<file path="src/rtl/instr_fetch.sv">
// Instruction fetch stage: owns the PC, addresses a one-cycle-latency instruction
// memory and hands each instruction to the decoder with start/halt/stall/branch control.
module instr_fetch #(
    parameter int                 PC_W      = 10,
    parameter int                 INSTR_W   = 9,
    parameter int                 START_PC  = 0,
    parameter logic [INSTR_W-1:0] HALT_CODE = 9'b111_111_111,
    parameter int                 CNT_W     = 16
) (
    input  logic               clk,
    input  logic               reset,
    input  logic               start,
    input  logic               stall,
    input  logic               branch_taken,
    input  logic [PC_W-1:0]    branch_target,
    output logic [PC_W-1:0]    imem_addr,
    input  logic [INSTR_W-1:0] imem_rdata,
    output logic [INSTR_W-1:0] instr,
    output logic [2:0]         opcode,
    output logic               last_bit,
    output logic               instr_valid,
    output logic [PC_W-1:0]    pc,
    output logic               done,
    output logic [CNT_W-1:0]   instr_count
);

    localparam logic [PC_W-1:0] START_ADDR = PC_W'(START_PC);

    typedef enum logic [1:0] {
        IDLE,
        RUN,
        HALTED
    } fetchState_e;

    fetchState_e      stateReg, stateNext;
    logic [PC_W-1:0]  pcReg, pcNext;
    logic             validReg, validNext;
    logic             doneReg, doneNext;
    logic [CNT_W-1:0] countReg, countNext;
    logic [PC_W-1:0]  fetchAddr;
    logic             isHalt;

    assign isHalt = (imem_rdata == HALT_CODE);

    always_ff @(posedge clk or posedge reset) begin
        if (reset) begin
            stateReg <= IDLE;
            pcReg    <= '0;
            validReg <= 1'b0;
            doneReg  <= 1'b0;
            countReg <= '0;
        end else begin
            stateReg <= stateNext;
            pcReg    <= pcNext;
            validReg <= validNext;
            doneReg  <= doneNext;
            countReg <= countNext;
        end
    end

    always_comb begin
        stateNext = stateReg;
        pcNext    = pcReg;
        validNext = validReg;
        doneNext  = doneReg;
        countNext = countReg;
        fetchAddr = START_ADDR;

        case (stateReg)
            IDLE, HALTED: begin
                // Outside RUN the memory is primed with START_PC so a start
                // lands the first instruction on instr with no extra cycle.
                if (start) begin
                    stateNext = RUN;
                    pcNext    = START_ADDR;
                    validNext = 1'b1;
                    doneNext  = 1'b0;
                    countNext = '0;
                end
            end
            RUN: begin
                if (stall) begin
                    fetchAddr = pcReg;
                end else if (branch_taken) begin
                    fetchAddr = branch_target;
                end else begin
                    fetchAddr = pcReg + PC_W'(1);
                end

                if (!stall) begin
                    if (isHalt) begin
                        stateNext = HALTED;
                        validNext = 1'b0;
                        doneNext  = 1'b1;
                    end else begin
                        pcNext = fetchAddr;
                        if (countReg != '1) begin
                            countNext = countReg + CNT_W'(1);
                        end
                    end
                end
            end
            default: begin
                stateNext = IDLE;
                validNext = 1'b0;
                doneNext  = 1'b0;
            end
        endcase
    end

    assign imem_addr   = fetchAddr;
    assign instr       = imem_rdata;
    assign opcode      = imem_rdata[INSTR_W-1:INSTR_W-3];
    assign last_bit    = imem_rdata[0];
    assign instr_valid = validReg;
    assign pc          = pcReg;
    assign done        = doneReg;
    assign instr_count = countReg;

endmodule

</file>
<file path="config.mk">
export PLATFORM = sky130hd
export DESIGN_NAME = instr_fetch
export DESIGN_NICKNAME = d
export VERILOG_FILES = /design/src/rtl/instr_fetch.sv
export SDC_FILE = /design/constraint.sdc
export NUM_CORES = 1
export LEC_CHECK = 0
export CAP_MARGIN = 10
export CORE_MARGIN = 5
export CORE_UTILIZATION = 35
export DETAILED_ROUTE_END_ITERATION = 12
export GPL_TIMING_DRIVEN = 0
export SLEW_MARGIN = 0
export SYNTH_ARGS = -nofsm -noshare
export SYNTH_HDL_FRONTEND = slang
export SYNTH_SLANG_ARGS = --single-unit
</file>
<file path="constraint.sdc">
create_clock -name clk -period 2.8 [get_ports clk]
set_input_delay 0.7 -clock clk [delete_from_list [all_inputs] [get_ports clk]]
set_output_delay 0.7 -clock clk [all_outputs]
set_load 0.02 [all_outputs]
</file>
==> metrics.yaml, run 1 <==
grt_max_degree: 29
drc_errors: 0
power_density_nw_per_um2: 526
clkTransAtPathRegs_ns: 0.10
cts_buffer_depth: 2
cts_sinks: 28
drt-total-wl_um: 7260
cts_tree: "yes"
startpoint_type: "flop"
drive_gt1_frac: 0.237
slew_violations: 0
wire_per_inst_um: 17.1
hold_path.class: "flop to flop"
yosys_warnings: 0
cts.hold.buffers_added: 0
final_util: 0.552
htreeDepth: 1
max_freq_mhz: 344
synth_cells: 248
hpwlAfterDp_um: 4910
gr-total-overflow: 0
drtAntennaViolNets: 0
netlist_area_um2: 2170
ys_seq_elements: 28
period_minus_slack_ns: 2.91
relSlewSlack: 0.526
grt_pass1_wl_um: 11800
skew_ns: 0.00222
violations: "setup timing"
setup_viol_count_final: 1
period_share: 1.04
antenna_found_initial: 0
final_nets: 378
end_kind: "output port"
insertion_delay_ns: 0.28
fin_ws_ns: -0.106
worstPathRequired_ns: 2.10
syn_nets: 274
synthFlopType: "dfrtp_1"
run_status: "finished with violations"
yosysSeqAreaShare: 0.323
tightest_slew_ns: 0.711
dp_cells: 396
p_leak_nw: 1.39
via_count: 2337
async_reset_ff_frac: 1.00
cts_buffers: 3
critPathMaxStageDelay_ns: 0.59
peakVddDrop_uv: 480
core_region_area_um2: 5990
ios: 75
fp.dieW_um: 88.7
synthToLayoutAreaGrowth_pct: 52.4
yosysUniqueCellTypes: 47
viasPerCell: 5.50
cts_root_buf: "clkbuf_8"
cp_slowest_cell: "or4b_1"
pre_cts_slack_ns: -0.860
hold_viol: 0
crit_chain: "ha_4, nand4_1, or4b_1, o211ai_1, buf_4, nor2_2, buf_6"
stdcell_count: 425
die_h_um: 88.7
diodes: 0
port_buffers: 73
grt_use_total: 0.192
crit_fanout: 4
drv_cap: 0
avgSynthCellArea_um2: 8.75
die_area_um2: 7870
arrival_ns: 2.21
crit_type: "flop to output port"
grt_pass1_vias: 2257
drtIter0Drc: 196
setup_tns_ns: -0.106
gp_congestion: 0.791
initial_utilization: 0.362
nFillCells: 552
fp-row-count: 28
rsz0062_at_grt: "yes"
synth_enable_flop_cells: 0
firstDrtPassIters: 4
## cell families after synthesis
family | Yosys count | synth area share
buffers and inverters | 46 | 0.122
multiplexers | 17 | 0.0825
flip-flops | 28 | 0.323
AND/OR/NAND/NOR | 90 | 0.234
adder cells (fa/ha/maj) | 2 | 0.0115
AO/OA/AOI/OAI | 65 | 0.228
## worst max-delay path, delay by kind of cell (launching register included)
| family | cells | cell delay, ns |
|---|---|---|
| adder cells (fa/ha/maj) | 1 | 0.16 |
| AND/OR/NAND/NOR | 3 | 0.79 |
| buffers and inverters | 2 | 0.30 |
| flip-flops | 1 | 0.41 |
| AO/OA/AOI/OAI | 1 | 0.26 |
## cell type report
type,count,area [um^2],share of cell area
Multi-Input combinational cell,174,1240,0.375
Clock buffer,3,41.3,0.0125
Tap cell,75,93.8,0.0284
Sequential cell,28,702,0.212
Buffer,31,230,0.0696
Timing Repair Buffer,99,943,0.285
Inverter,15,56.3,0.0170
## state kept, by name (all words and copies together) (netlist names)
register     count
instr_count     16
pc              10
instr_valid      1
stateReg         1
## path summary, 6_finish.rpt
path / cells after the start / from / slack, ns / end
min in group asynchronous: 2 / reset / 0.74 / instr_count[8]
worst min-delay path: 1 / instr_count[15] / 0.53 / instr_count[15]
worst max register to register: 16 / pc[1] / 0.01 / pc[8]
worst max-delay path: 7 / pc[1] / -0.11 / imem_addr[8]
max in group asynchronous: 3 / reset / 1.59 / instr_valid
worst min register to register: 1 / instr_count[15] / 0.53 / instr_count[15]
## where the power goes
part	leakage (nW)	switching [mW]	internal [mW]
Combinational	0.991	0.481	0.456
Sequential	0.375	0.0983	0.473
Clock	0.0216	0.134	0.0970
Total	1.39	0.714	1.03
## metrics by stage
| stage | hold slack, ns | power (mW) | instance area (um^2) |
|---|---|---|---|
| after floorplan | 0.616 | 1.00 | 2170 |
| after global placement | 0.534 | 1.36 | 2990 |
| after CTS | 0.532 | 1.68 | 3210 |
| after global routing | 0.581 | 1.85 | 3310 |
| final | 0.529 | 1.74 | 3310 |
| after detailed placement | 0.517 | 1.37 | 2990 |
## cells in the mapped netlist (all sizes together) (4+ instances only)
cell	instances	area [um^2]
o22ai	7	43.8
o21ai	12	60.1
nand2b	13	81.3
buf	24	181
o31a	4	35.0
a221oi	13	139
and4	5	46.3
nand3	15	75.1
nand2	18	67.6
and3	4	30.0
inv	14	52.6
clkbuf	7	26.3
nand4	10	62.6
a21oi	11	55.1
nor2	10	37.5
mux2	7	78.8
mux2i	10	100
dfrtp	28	701
## routing by layer
layer  global-route usage  wire length [um]  share of wire  up-vias
met3               0.0317               406          0.056       10
met4               0.0728               123          0.017        0
li1                     -                 -              -     1127
met5                    0                 0              0        -
met2                0.302              3500           0.48       71
met1                0.264              3230           0.45     1129
## cells in the final DEF (no fill, tap or decap), drive strengths merged, types with 4 or more instances in the layout
cell,Yosys,layout
a21oi,11,11
a221oi,13,13
and3,4,4
and4,5,5
buf,24,51
clkbuf,7,14
clkdlybuf4s50,0,62
dfrtp,28,28
dlygate4sd2,0,5
inv,14,14
mux2,7,7
mux2i,10,10
nand2,18,18
nand2b,13,13
nand3,15,15
nand4,10,10
nor2,10,10
o21ai,12,12
o22ai,7,7
o31a,4,4
## timing repair
| item | in CTS | in global routing |
|---|---|---|
| gates cloned | 1 | 0 |
| buffers inserted | 20 | 5 |
| setup endpoints to repair | 10 | 11 |
| hold endpoints to repair | 0 | 0 |
| gates resized for setup | 31 | 21 |
| pin swaps | 3 | 5 |
Power figures use the tool's default switching activity.
==> run 2, diff against run 1 <==
--- a/config.mk
+++ b/config.mk
@@ -10,7 +10,9 @@
 export CORE_UTILIZATION = 35
 export DETAILED_ROUTE_END_ITERATION = 12
 export GPL_TIMING_DRIVEN = 0
+export PLACE_DENSITY_LB_ADDON = 0.12
 export SLEW_MARGIN = 0
 export SYNTH_ARGS = -nofsm -noshare
 export SYNTH_HDL_FRONTEND = slang
 export SYNTH_SLANG_ARGS = --single-unit
+export TNS_END_PERCENT = 10
==> metrics.yaml, run 2 (synthesis gave the netlist of run 1 again) <==
p_leak_nw: 1.34
setup_tns_ns: 0
stdcell_count: 421
viasPerCell: 5.54
antenna_found_initial: 0
grt_pass1_wl_um: 10800
port_buffers: 73
fp.dieW_um: 88.7
period_minus_slack_ns: 2.79
firstDrtPassIters: 4
r2r.worst_path.cells: 15
max_freq_mhz: 359
drive_gt1_frac: 0.231
multi_input_area_um2: 1230
hold_path.class: "flop to flop"
skew_ns: 0.00630
synthToLayoutAreaGrowth_pct: 50.5
arrival_ns: 2.09
peakVddDrop_uv: 366
final_util: 0.545
cp_slowest_cell: "or4b_1"
cts_buffers: 3
cts_sinks: 28
period_share: 0.995
drt-total-wl_um: 6780
gr-total-overflow: 0
insertion_delay_ns: 0.28
drv_cap: 0
diodes: 0
r2r-start: "pc[0]"
mostFrequentLayoutCells: "clkdlybuf4s50_1, buf_4, dfrtp_1"
grt_max_degree: 29
via_count: 2333
end_kind: "output port"
ios: 75
setup_viol_count_final: 0
crit_type: "input pin to output port"
crit_fanout: 5
nFillCells: 580
largest_reg_flops: 16
run_status: "finished clean"
crit_chain: "clkdlybuf4s15_1, clkbuf_8, or4b_1, o211ai_1, nor2_1, buf_4"
r2r-end: "pc[8]"
drtIter0Drc: 206
htreeDepth: 1
regArea_um2: 702
drtAntennaViolNets: 0
cp-endpoint: "imem_addr[8]"
drc_errors: 0
final_nets: 373
die_h_um: 88.7
relSlewSlack: 0.592
grt_pass1_vias: 2185
hold_viol: 0
grt_use_total: 0.175
cts_root_buf: "clkbuf_8"
cts_tree: "yes"
startpoint_type: "input pin"
fp-row-count: 28
critPathMaxStageDelay_ns: 0.52
dp_cells: 396
wire_per_inst_um: 16.1
cts.hold.buffers_added: 0
hpwlAfterDp_um: 4750
die_area_um2: 7870
post-layout-total-power_mw: 1.71
core_region_area_um2: 5990
power_density_nw_per_um2: 523
rsz0062_at_grt: "yes"
tightest_slew_ns: 0.612
initial_utilization: 0.362
crit_start: "branch_taken"
r2r_slack_ns: 0.12
fin_hold_ws_ns: 0.548
clkTransAtPathRegs_ns: 0.10
worstPathRequired_ns: 2.10
cts_buffer_depth: 2
gp_congestion: 0.824
slew_violations: 0
final_common_cell: "clkdlybuf4s50_1"
run 2: power by group:
| part | total, mW | switching, mW | internal (mW) |
|---|---|---|---|
| registers | 0.574 | 0.101 | 0.473 |
| logic | 0.872 | 0.455 | 0.418 |
| clock network | 0.262 | 0.136 | 0.126 |
| total | 1.71 | 0.692 | 1.02 |
run 2: worst max-delay path: cells and delay by family:
kind	cells	cell delay [ns]
buffers and inverters	3	0.55
AOI/OAI and AO/OA	1	0.24
and+or+nand+nor	2	0.59
run 2: metrics by stage:
step                      worst slack, ns  instance area [um^2]
after detailed placement           -0.854                  2990
after CTS                        -0.00570                  3210
after global routing              -0.0804                  3260
after floorplan                     0.261                  2170
final                              0.0148                  3260
after global placement             -0.847                  2990
run 2: worst min path at each step:
| stage | startpoint | endpoint | slack (ns) | cells past startpoint |
|---|---|---|---|---|
| global route | instr_count[0] | instr_count[0] | 0.60 | 1 |
| detailed placement | instr_count[15] | instr_count[15] | 0.53 | 1 |
| finish | instr_count[15] | instr_count[15] | 0.55 | 1 |
| floorplan | instr_count[15] | instr_count[15] | 0.62 | 1 |
| global placement | instr_count[15] | instr_count[15] | 0.53 | 1 |
| CTS | instr_count[15] | instr_count[15] | 0.55 | 1 |
run 2: what timing repair did:
item / in CTS / in global routing
cloned: 1 / 0
pin swaps: 6 / 5
setup buffers: 18 / 2
resized for setup: 35 / 16
endpoints found under the setup margin: 10 / 9
run 2: metal layers:
metal,vias up,share of wire,GRT usage
met5,-,0,0
met4,0,0.016,0.0563
met3,12,0.081,0.0354
met2,91,0.47,0.275
met1,1112,0.44,0.240
li1,1118,-,-
run 2: cell type report:
| cell class | instances | share of cell area |
|---|---|---|
| sequential | 28 | 0.215 |
| clock buffer | 4 | 0.0169 |
| inverter | 15 | 0.0184 |
| timing repair buffer | 94 | 0.275 |
| tap | 75 | 0.0287 |
| buffer | 31 | 0.0686 |
| multi-input combinational | 174 | 0.378 |
